$ cat config.mk
export PLATFORM = sky130hd
export DESIGN_NAME = spi_req_arbiter_flat
export DESIGN_NICKNAME = d
export VERILOG_FILES = /design/src/rtl/spi_req_arbiter_if.sv /design/src/rtl/spi_req_arbiter.sv /design/src/flat_wrapper.sv
export SDC_FILE = /design/constraint.sdc
export NUM_CORES = 1
export LEC_CHECK = 0
export BUFFER_PORTS_ARGS = -buffer_cell sky130_fd_sc_hd__buf_2
export CORE_MARGIN = 2
export CORE_UTILIZATION = 43
export CTS_BUF_LIST = sky130_fd_sc_hd__clkbuf_16
export DETAILED_ROUTE_END_ITERATION = 12
export PLACE_DENSITY = 0.83
export SLEW_MARGIN = 20
export SYNTH_ARGS = -nofsm -noshare
export SYNTH_HDL_FRONTEND = slang
export SYNTH_SLANG_ARGS = --single-unit
$ cat constraint.sdc
create_clock -name mclk -period 1.9 [get_ports mclk]
set_input_delay 0.285 -clock mclk [delete_from_list [all_inputs] [get_ports mclk]]
set_output_delay 0.285 -clock mclk [all_outputs]
set_load 0.1 [all_outputs]
$ cat src/rtl/spi_req_arbiter_if.sv
// Bundle between the requester clients, the arbiter and the shared spi_master.
// The arbiter side uses the slave modport; clients plus the master use master.
interface spi_req_arbiter_if #(
  parameter int NREQ = 2
);
  // Handshake: a requester raises req[i] with req_rd[i]/req_data[i] stable and
  // holds it until done[i] pulses for one cycle; gnt[i] marks the transfer owner.
  logic [NREQ-1:0]   req;
  logic [NREQ-1:0]   req_rd;
  logic [8*NREQ-1:0] req_data;
  logic [NREQ-1:0]   gnt;
  logic [NREQ-1:0]   done;
  logic [7:0]        rsp_data;
  logic              busy;
  logic              timeout;
  logic              spi_load;
  logic              spi_start;
  logic              spi_read;
  logic [7:0]        spi_data_in;
  logic [7:0]        spi_data_out;
  logic              spi_cs;

  modport slave (
    input  req, req_rd, req_data, spi_data_out, spi_cs,
    output gnt, done, rsp_data, busy, timeout,
           spi_load, spi_start, spi_read, spi_data_in
  );

  modport master (
    output req, req_rd, req_data, spi_data_out, spi_cs,
    input  gnt, done, rsp_data, busy, timeout,
           spi_load, spi_start, spi_read, spi_data_in
  );
endinterface

$ cat src/rtl/spi_req_arbiter.sv
// Round-robin arbiter sharing one spi_master between NREQ byte requesters.
// Optional macro SPI_ARB_TIMEOUT_EN adds a per-wait-state abort counter.
module spi_req_arbiter #(
  parameter int NREQ        = 2,
  parameter int TIMEOUT_CYC = 64
) (
  input  logic             mclk,
  input  logic             reset,
  spi_req_arbiter_if.slave bus,
  output logic [2:0]       dbg_state
);
  localparam int PW = (NREQ > 1) ? $clog2(NREQ) : 1;

  typedef enum logic [2:0] {
    IDLE    = 3'd0,
    LOAD    = 3'd1,
    WAIT_CS = 3'd2,
    BUSY    = 3'd3,
    DONE    = 3'd4
  } state_t;

  state_t          r_state, w_state_nxt;
  logic [PW-1:0]   r_ptr, w_ptr_nxt;
  logic [NREQ-1:0] r_gnt, w_gnt_nxt;
  logic [NREQ-1:0] r_done, w_done_nxt;
  logic [7:0]      r_rsp, w_rsp_nxt;
  logic [7:0]      r_din, w_din_nxt;
  logic            r_read, w_read_nxt;
  logic            r_kick, w_kick_nxt;
  logic            r_to, w_to_nxt;
  logic            r_busy, w_busy_nxt;
  logic            w_win_found;
  logic [PW-1:0]   w_win_idx;
  logic            w_expire;

  // First requester at or after the pointer, wrapping past NREQ-1.
  always_comb begin : winner_scan
    w_win_found = 1'b0;
    w_win_idx   = '0;
    for (int i = 0; i < NREQ; i++) begin
      if (!w_win_found && bus.req[(int'(r_ptr) + i) % NREQ]) begin
        w_win_found = 1'b1;
        w_win_idx   = PW'((int'(r_ptr) + i) % NREQ);
      end
    end
  end

`ifdef SPI_ARB_TIMEOUT_EN
  localparam int CW = $clog2(TIMEOUT_CYC + 1);
  logic [CW-1:0] r_cnt;

  // Any state change restarts the count, which covers entry to WAIT_CS and BUSY.
  always_ff @(posedge mclk or negedge reset) begin
    if (!reset) begin
      r_cnt <= '0;
    end else if (w_state_nxt != r_state) begin
      r_cnt <= '0;
    end else if (r_state == WAIT_CS || r_state == BUSY) begin
      r_cnt <= r_cnt + CW'(1);
    end
  end

  assign w_expire = (r_state == WAIT_CS || r_state == BUSY) && (r_cnt == CW'(TIMEOUT_CYC));
`else
  localparam int unused_timeout_cyc = TIMEOUT_CYC;
  assign w_expire = 1'b0;
`endif

  always_ff @(posedge mclk or negedge reset) begin : state_reg
    if (!reset) begin
      r_state <= IDLE;
      r_ptr   <= '0;
      r_gnt   <= '0;
      r_done  <= '0;
      r_rsp   <= 8'h00;
      r_din   <= 8'h00;
      r_read  <= 1'b0;
      r_kick  <= 1'b0;
      r_to    <= 1'b0;
      r_busy  <= 1'b0;
    end else begin
      r_state <= w_state_nxt;
      r_ptr   <= w_ptr_nxt;
      r_gnt   <= w_gnt_nxt;
      r_done  <= w_done_nxt;
      r_rsp   <= w_rsp_nxt;
      r_din   <= w_din_nxt;
      r_read  <= w_read_nxt;
      r_kick  <= w_kick_nxt;
      r_to    <= w_to_nxt;
      r_busy  <= w_busy_nxt;
    end
  end

  always_comb begin : next_state
    w_state_nxt = r_state;
    case (r_state)
      IDLE:    if (w_win_found) w_state_nxt = LOAD;
      LOAD:    w_state_nxt = WAIT_CS;
      WAIT_CS: begin
        if (!bus.spi_cs)   w_state_nxt = BUSY;
        else if (w_expire) w_state_nxt = DONE;
      end
      BUSY:    if (bus.spi_cs || w_expire) w_state_nxt = DONE;
      DONE:    w_state_nxt = IDLE;
      default: w_state_nxt = IDLE;
    endcase
  end

  always_comb begin : outputs
    w_ptr_nxt  = r_ptr;
    w_gnt_nxt  = r_gnt;
    w_done_nxt = '0;
    w_rsp_nxt  = r_rsp;
    w_din_nxt  = r_din;
    w_read_nxt = r_read;
    w_kick_nxt = 1'b0;
    w_to_nxt   = 1'b0;
    w_busy_nxt = (w_state_nxt != IDLE);
    case (r_state)
      IDLE: begin
        if (w_win_found) begin
          w_gnt_nxt            = '0;
          w_gnt_nxt[w_win_idx] = 1'b1;
          w_din_nxt            = bus.req_data[8*int'(w_win_idx) +: 8];
          w_read_nxt           = bus.req_rd[w_win_idx];
          w_kick_nxt           = 1'b1;
          w_ptr_nxt            = (w_win_idx == PW'(NREQ - 1)) ? '0 : w_win_idx + PW'(1);
        end
      end
      WAIT_CS, BUSY: begin
        // cs rising in BUSY wins over an expiry on the same edge.
        if (w_state_nxt == DONE) begin
          w_done_nxt = r_gnt;
          w_gnt_nxt  = '0;
          if (r_state == BUSY && bus.spi_cs) begin
            w_rsp_nxt = bus.spi_data_out;
          end else begin
            w_rsp_nxt = 8'h00;
            w_to_nxt  = 1'b1;
          end
        end
      end
      DONE:    w_rsp_nxt = 8'h00;
      default: ;
    endcase
  end

  assign bus.gnt         = r_gnt;
  assign bus.done        = r_done;
  assign bus.rsp_data    = r_rsp;
  assign bus.busy        = r_busy;
  assign bus.timeout     = r_to;
  assign bus.spi_load    = r_kick;
  assign bus.spi_start   = r_kick;
  assign bus.spi_read    = r_read;
  assign bus.spi_data_in = r_din;
  assign dbg_state       = r_state;
endmodule
$ cat src/flat_wrapper.sv
// flat-port wrapper written by rule: the top's interface ports become plain ports
module spi_req_arbiter_flat 
#(
  parameter int NREQ        = 2,
  parameter int TIMEOUT_CYC = 64
)
  (mclk, reset, dbg_state, bus_req, bus_req_rd, bus_req_data, bus_spi_data_out, bus_spi_cs, bus_gnt, bus_done, bus_rsp_data, bus_busy, bus_timeout, bus_spi_load, bus_spi_start, bus_spi_read, bus_spi_data_in);
  spi_req_arbiter_if #(.NREQ(NREQ)) bus_i ();
  input  logic mclk;
  input  logic reset;
  output logic [2:0] dbg_state;
  input wire logic [$bits(bus_i.req)-1:0] bus_req;
  input wire logic [$bits(bus_i.req_rd)-1:0] bus_req_rd;
  input wire logic [$bits(bus_i.req_data)-1:0] bus_req_data;
  input wire logic [$bits(bus_i.spi_data_out)-1:0] bus_spi_data_out;
  input wire logic [$bits(bus_i.spi_cs)-1:0] bus_spi_cs;
  output wire logic [$bits(bus_i.gnt)-1:0] bus_gnt;
  output wire logic [$bits(bus_i.done)-1:0] bus_done;
  output wire logic [$bits(bus_i.rsp_data)-1:0] bus_rsp_data;
  output wire logic [$bits(bus_i.busy)-1:0] bus_busy;
  output wire logic [$bits(bus_i.timeout)-1:0] bus_timeout;
  output wire logic [$bits(bus_i.spi_load)-1:0] bus_spi_load;
  output wire logic [$bits(bus_i.spi_start)-1:0] bus_spi_start;
  output wire logic [$bits(bus_i.spi_read)-1:0] bus_spi_read;
  output wire logic [$bits(bus_i.spi_data_in)-1:0] bus_spi_data_in;
  assign bus_i.req = bus_req;
  assign bus_i.req_rd = bus_req_rd;
  assign bus_i.req_data = bus_req_data;
  assign bus_i.spi_data_out = bus_spi_data_out;
  assign bus_i.spi_cs = bus_spi_cs;
  assign bus_gnt = bus_i.gnt;
  assign bus_done = bus_i.done;
  assign bus_rsp_data = bus_i.rsp_data;
  assign bus_busy = bus_i.busy;
  assign bus_timeout = bus_i.timeout;
  assign bus_spi_load = bus_i.spi_load;
  assign bus_spi_start = bus_i.spi_start;
  assign bus_spi_read = bus_i.spi_read;
  assign bus_spi_data_in = bus_i.spi_data_in;
  spi_req_arbiter #(.NREQ(NREQ), .TIMEOUT_CYC(TIMEOUT_CYC)) u_core (.mclk(mclk), .reset(reset), .bus(bus_i), .dbg_state(dbg_state));
endmodule
==> results.yml <==
clocking:
  ctsResizeCount: 0
  cts_buffers: 3
  cts_tree: "built"
  clkSinkCount: 28
  clk_pin_slew_ns: 0.06
  postCtsHoldBufs: 0
  post-cts-setup-buffers: 0
  root_buffer: "clkbuf_16"
  clk_latency_ns: 0.26
  htree_levels: 1
  clockBufferDepth: 2
timing:
  fmax_ghz: 0.646
  tightestPinTransition_ns: 0.585
  slew_violations: 0
  fin_ws_ns: 0.352
  worst_clock_skew_ns: 0.00227
  setup_viol: 0
  tns_ns: 0
  grt_setup_unrepaired: "false"
  relSlewSlack_pct: 61.0
  fin_crit_ns: 1.55
  layout_worst_path_cycle_share_pct: 81.5
  hold_viol: 0
logic_synthesis:
  ys_seq_area_share_pct: 60.8
  syn-instance-count: 83
  synth.cell_area_sq_mm: 0.00115
  synth_top_area_cell: "dfrtp_1"
  synth_seq_cells: 28
  netlist.area_leader.share_pct: 60.8
  yosysUniqueCellTypes: 25
  syn_area_per_cell_sq_um: 13.9
  synth_most_common_cell: "dfrtp_1"
  ys_top_cells_by_area: "dfrtp_1 61%, o221a_1 8.8%, nand4b_1 6.8%, a22o_1 6.1%, nand2b_1 2.2%"
  synthArstFlopShare_pct: 100
  ys_warn_count: 0
  yosys_most_used_dff: "dfrtp_1"
  synth_common_cells: "28 x dfrtp_1, 9 x nand4b_1, 9 x o221a_1"
  synthesis.nets: 114
  synth_edf_count: 0
run_status:
  outcome: "completed"
setup_path:
  path_delay_family: "flip-flops"
  cp_num_buf_inv: 1
  worstSetupPathType: "reg2out"
  start_kind: "flip-flop"
  crit_path_top_delay_cell: "dfrtp_1"
  worst_ep_arrival_time_ns: 1.26
  path_max_fanout: 7
  critical_path.cell_chain: "buf_2"
  worstPathRequired_ns: 1.62
  critPathMaxStageDelay_ns: 0.51
  worst_setup_path_end_kind: "output pin"
global_routing:
  grtUsageTotal_pct: 17.6
  grt_pass1_vias: 882
  overflow: 0
  grt_max_degree: 29
  grt_pass1_wl_mm: 4.22
  grt_antenna_before_repair: 0
final_layout:
  final.fill_count: 215
  finalNonFillerCells: 171
  diodes: 0
  area_growth_pct: 34.9
  nNetsFinal: 173
  drive_above_1_share_pct: 48.9
  seq_area_sq_um: 701
  final_core_util_pct: 62.2
  multi_input_area_sq_um: 405
detailed_routing:
  drtIter0Drc: 10
  detail-route-antenna-nets: 0
  wl_per_cell_um: 14.9
  route.detailed.drc: 0
  via_count: 940
  wl_mm: 2.55
  via_per_inst: 5.50
  drtPass1Iterations: 4
placed_design:
  gp_congestion: 0.775
  io_buffers: 58
  numPlacedInstances: 167
  hpwl_mm: 1.83
  dpl_worst_slack_ns: 0.495
floorplanning:
  fp.dieH_um: 55.8
  die_area_sq_mm: 0.00311
  initial_core_util_pct: 46.1
  rows: 18
  core_sq_mm: 0.00250
  io_pins: 59
  die_w_um: 55.8
worst_hold_path:
  hold_path_class: "in2async"
job:
  drv_cap: 0
==> placed cells by master (no fill, tap or decap) <==
cell / instances
a22o_1: 8
buf_2: 58
conb_1: 1
nor3_1: 1
nor2_1: 1
and4b_4: 1
o21ai_1: 4
nand4b_1: 9
bufinv_16: 1
inv_2: 1
buf_4: 1
nand2_1: 1
o21ai_2: 1
inv_1: 1
and2_1: 2
o21ai_0: 1
nand3_2: 1
dfrtp_1: 28
o221a_1: 9
a21oi_4: 1
and3_1: 1
clkbuf_16: 3
nand3_1: 1
nor3_4: 1
nand2b_1: 4
==> layout make-up <==
cell class,instances,area share [%]
Clock inverter,1,1.93
Inverter,2,0.483
Tap cell,30,2.42
Clock buffer,3,4.83
Multi-Input combinational cell,48,26.1
Timing Repair Buffer,59,19.2
Sequential cell,28,45.1
==> flip-flops by register name, summed over array words and instances (netlist names) <==
| signal | count |
|---|---|
| u_core.r_ptr | 1 |
| u_core.bus.spi_read | 1 |
| u_core.bus.rsp_data | 8 |
| u_core.dbg_state | 3 |
| u_core.bus.timeout | 1 |
| u_core.bus.gnt | 2 |
| u_core.bus.spi_load | 1 |
| u_core.bus.done | 2 |
| u_core.bus.spi_data_in | 8 |
| u_core.bus.busy | 1 |
==> per-layer routing <==
layer	vias to the layer above	share of wire [%]	global-route usage, %
li1	435	-	-
met1	451	43	22.6
met2	50	45	27.4
met3	4	9.7	4.42
met4	0	2.0	9.41
met5	-	0	0
==> logic make-up (layout without fill, tap and decap cells) <==
| logic type | Yosys count | count (layout) | synth area share (%) |
|---|---|---|---|
| buf+inv | 7 | 65 | 4.02 |
| flops | 28 | 28 | 60.8 |
| other cells | 1 | 1 | 0.325 |
| simple gates | 23 | 23 | 15.6 |
| compound gates | 24 | 24 | 19.2 |
==> through the flow <==
stage | instance area (sq um) | hold WS [ns]
6_report | 1550 | 0.0219
5_1_grt | 1550 | 0.0812
4_1_cts | 1550 | 0.0437
3_5_place_dp | 1450 | 0.327
3_3_place_gp | 1450 | 0.316
2_1_floorplan | 1150 | -0.0106
==> final timing paths <==
| path | slack, ns | cells past startpoint | endpoint | start |
|---|---|---|---|---|
| min in group mclk | 0.24 | 2 | u_core.dbg_state[0]$_DFF_PN0_ | bus_spi_cs |
| setup / recovery | 0.35 | 1 | dbg_state[2] | u_core.dbg_state[2]$_DFF_PN0_ |
| hold reg to reg | 0.50 | 1 | u_core.bus.rsp_data[1]$_DFFE_PN0P_ | u_core.bus.rsp_data[1]$_DFFE_PN0P_ |
| max in group asynchronous | 1.49 | 1 | u_core.bus.spi_data_in[3]$_DFFE_PN0P_ | reset |
| hold / removal | 0.02 | 1 | u_core.bus.rsp_data[3]$_DFFE_PN0P_ | reset |
| setup reg to reg | 0.50 | 3 | u_core.bus.spi_read$_DFFE_PN0P_ | u_core.dbg_state[2]$_DFF_PN0_ |
Power is not shown: default switching activity piles up to over one toggle a cycle in this logic, so the estimate is an artifact.
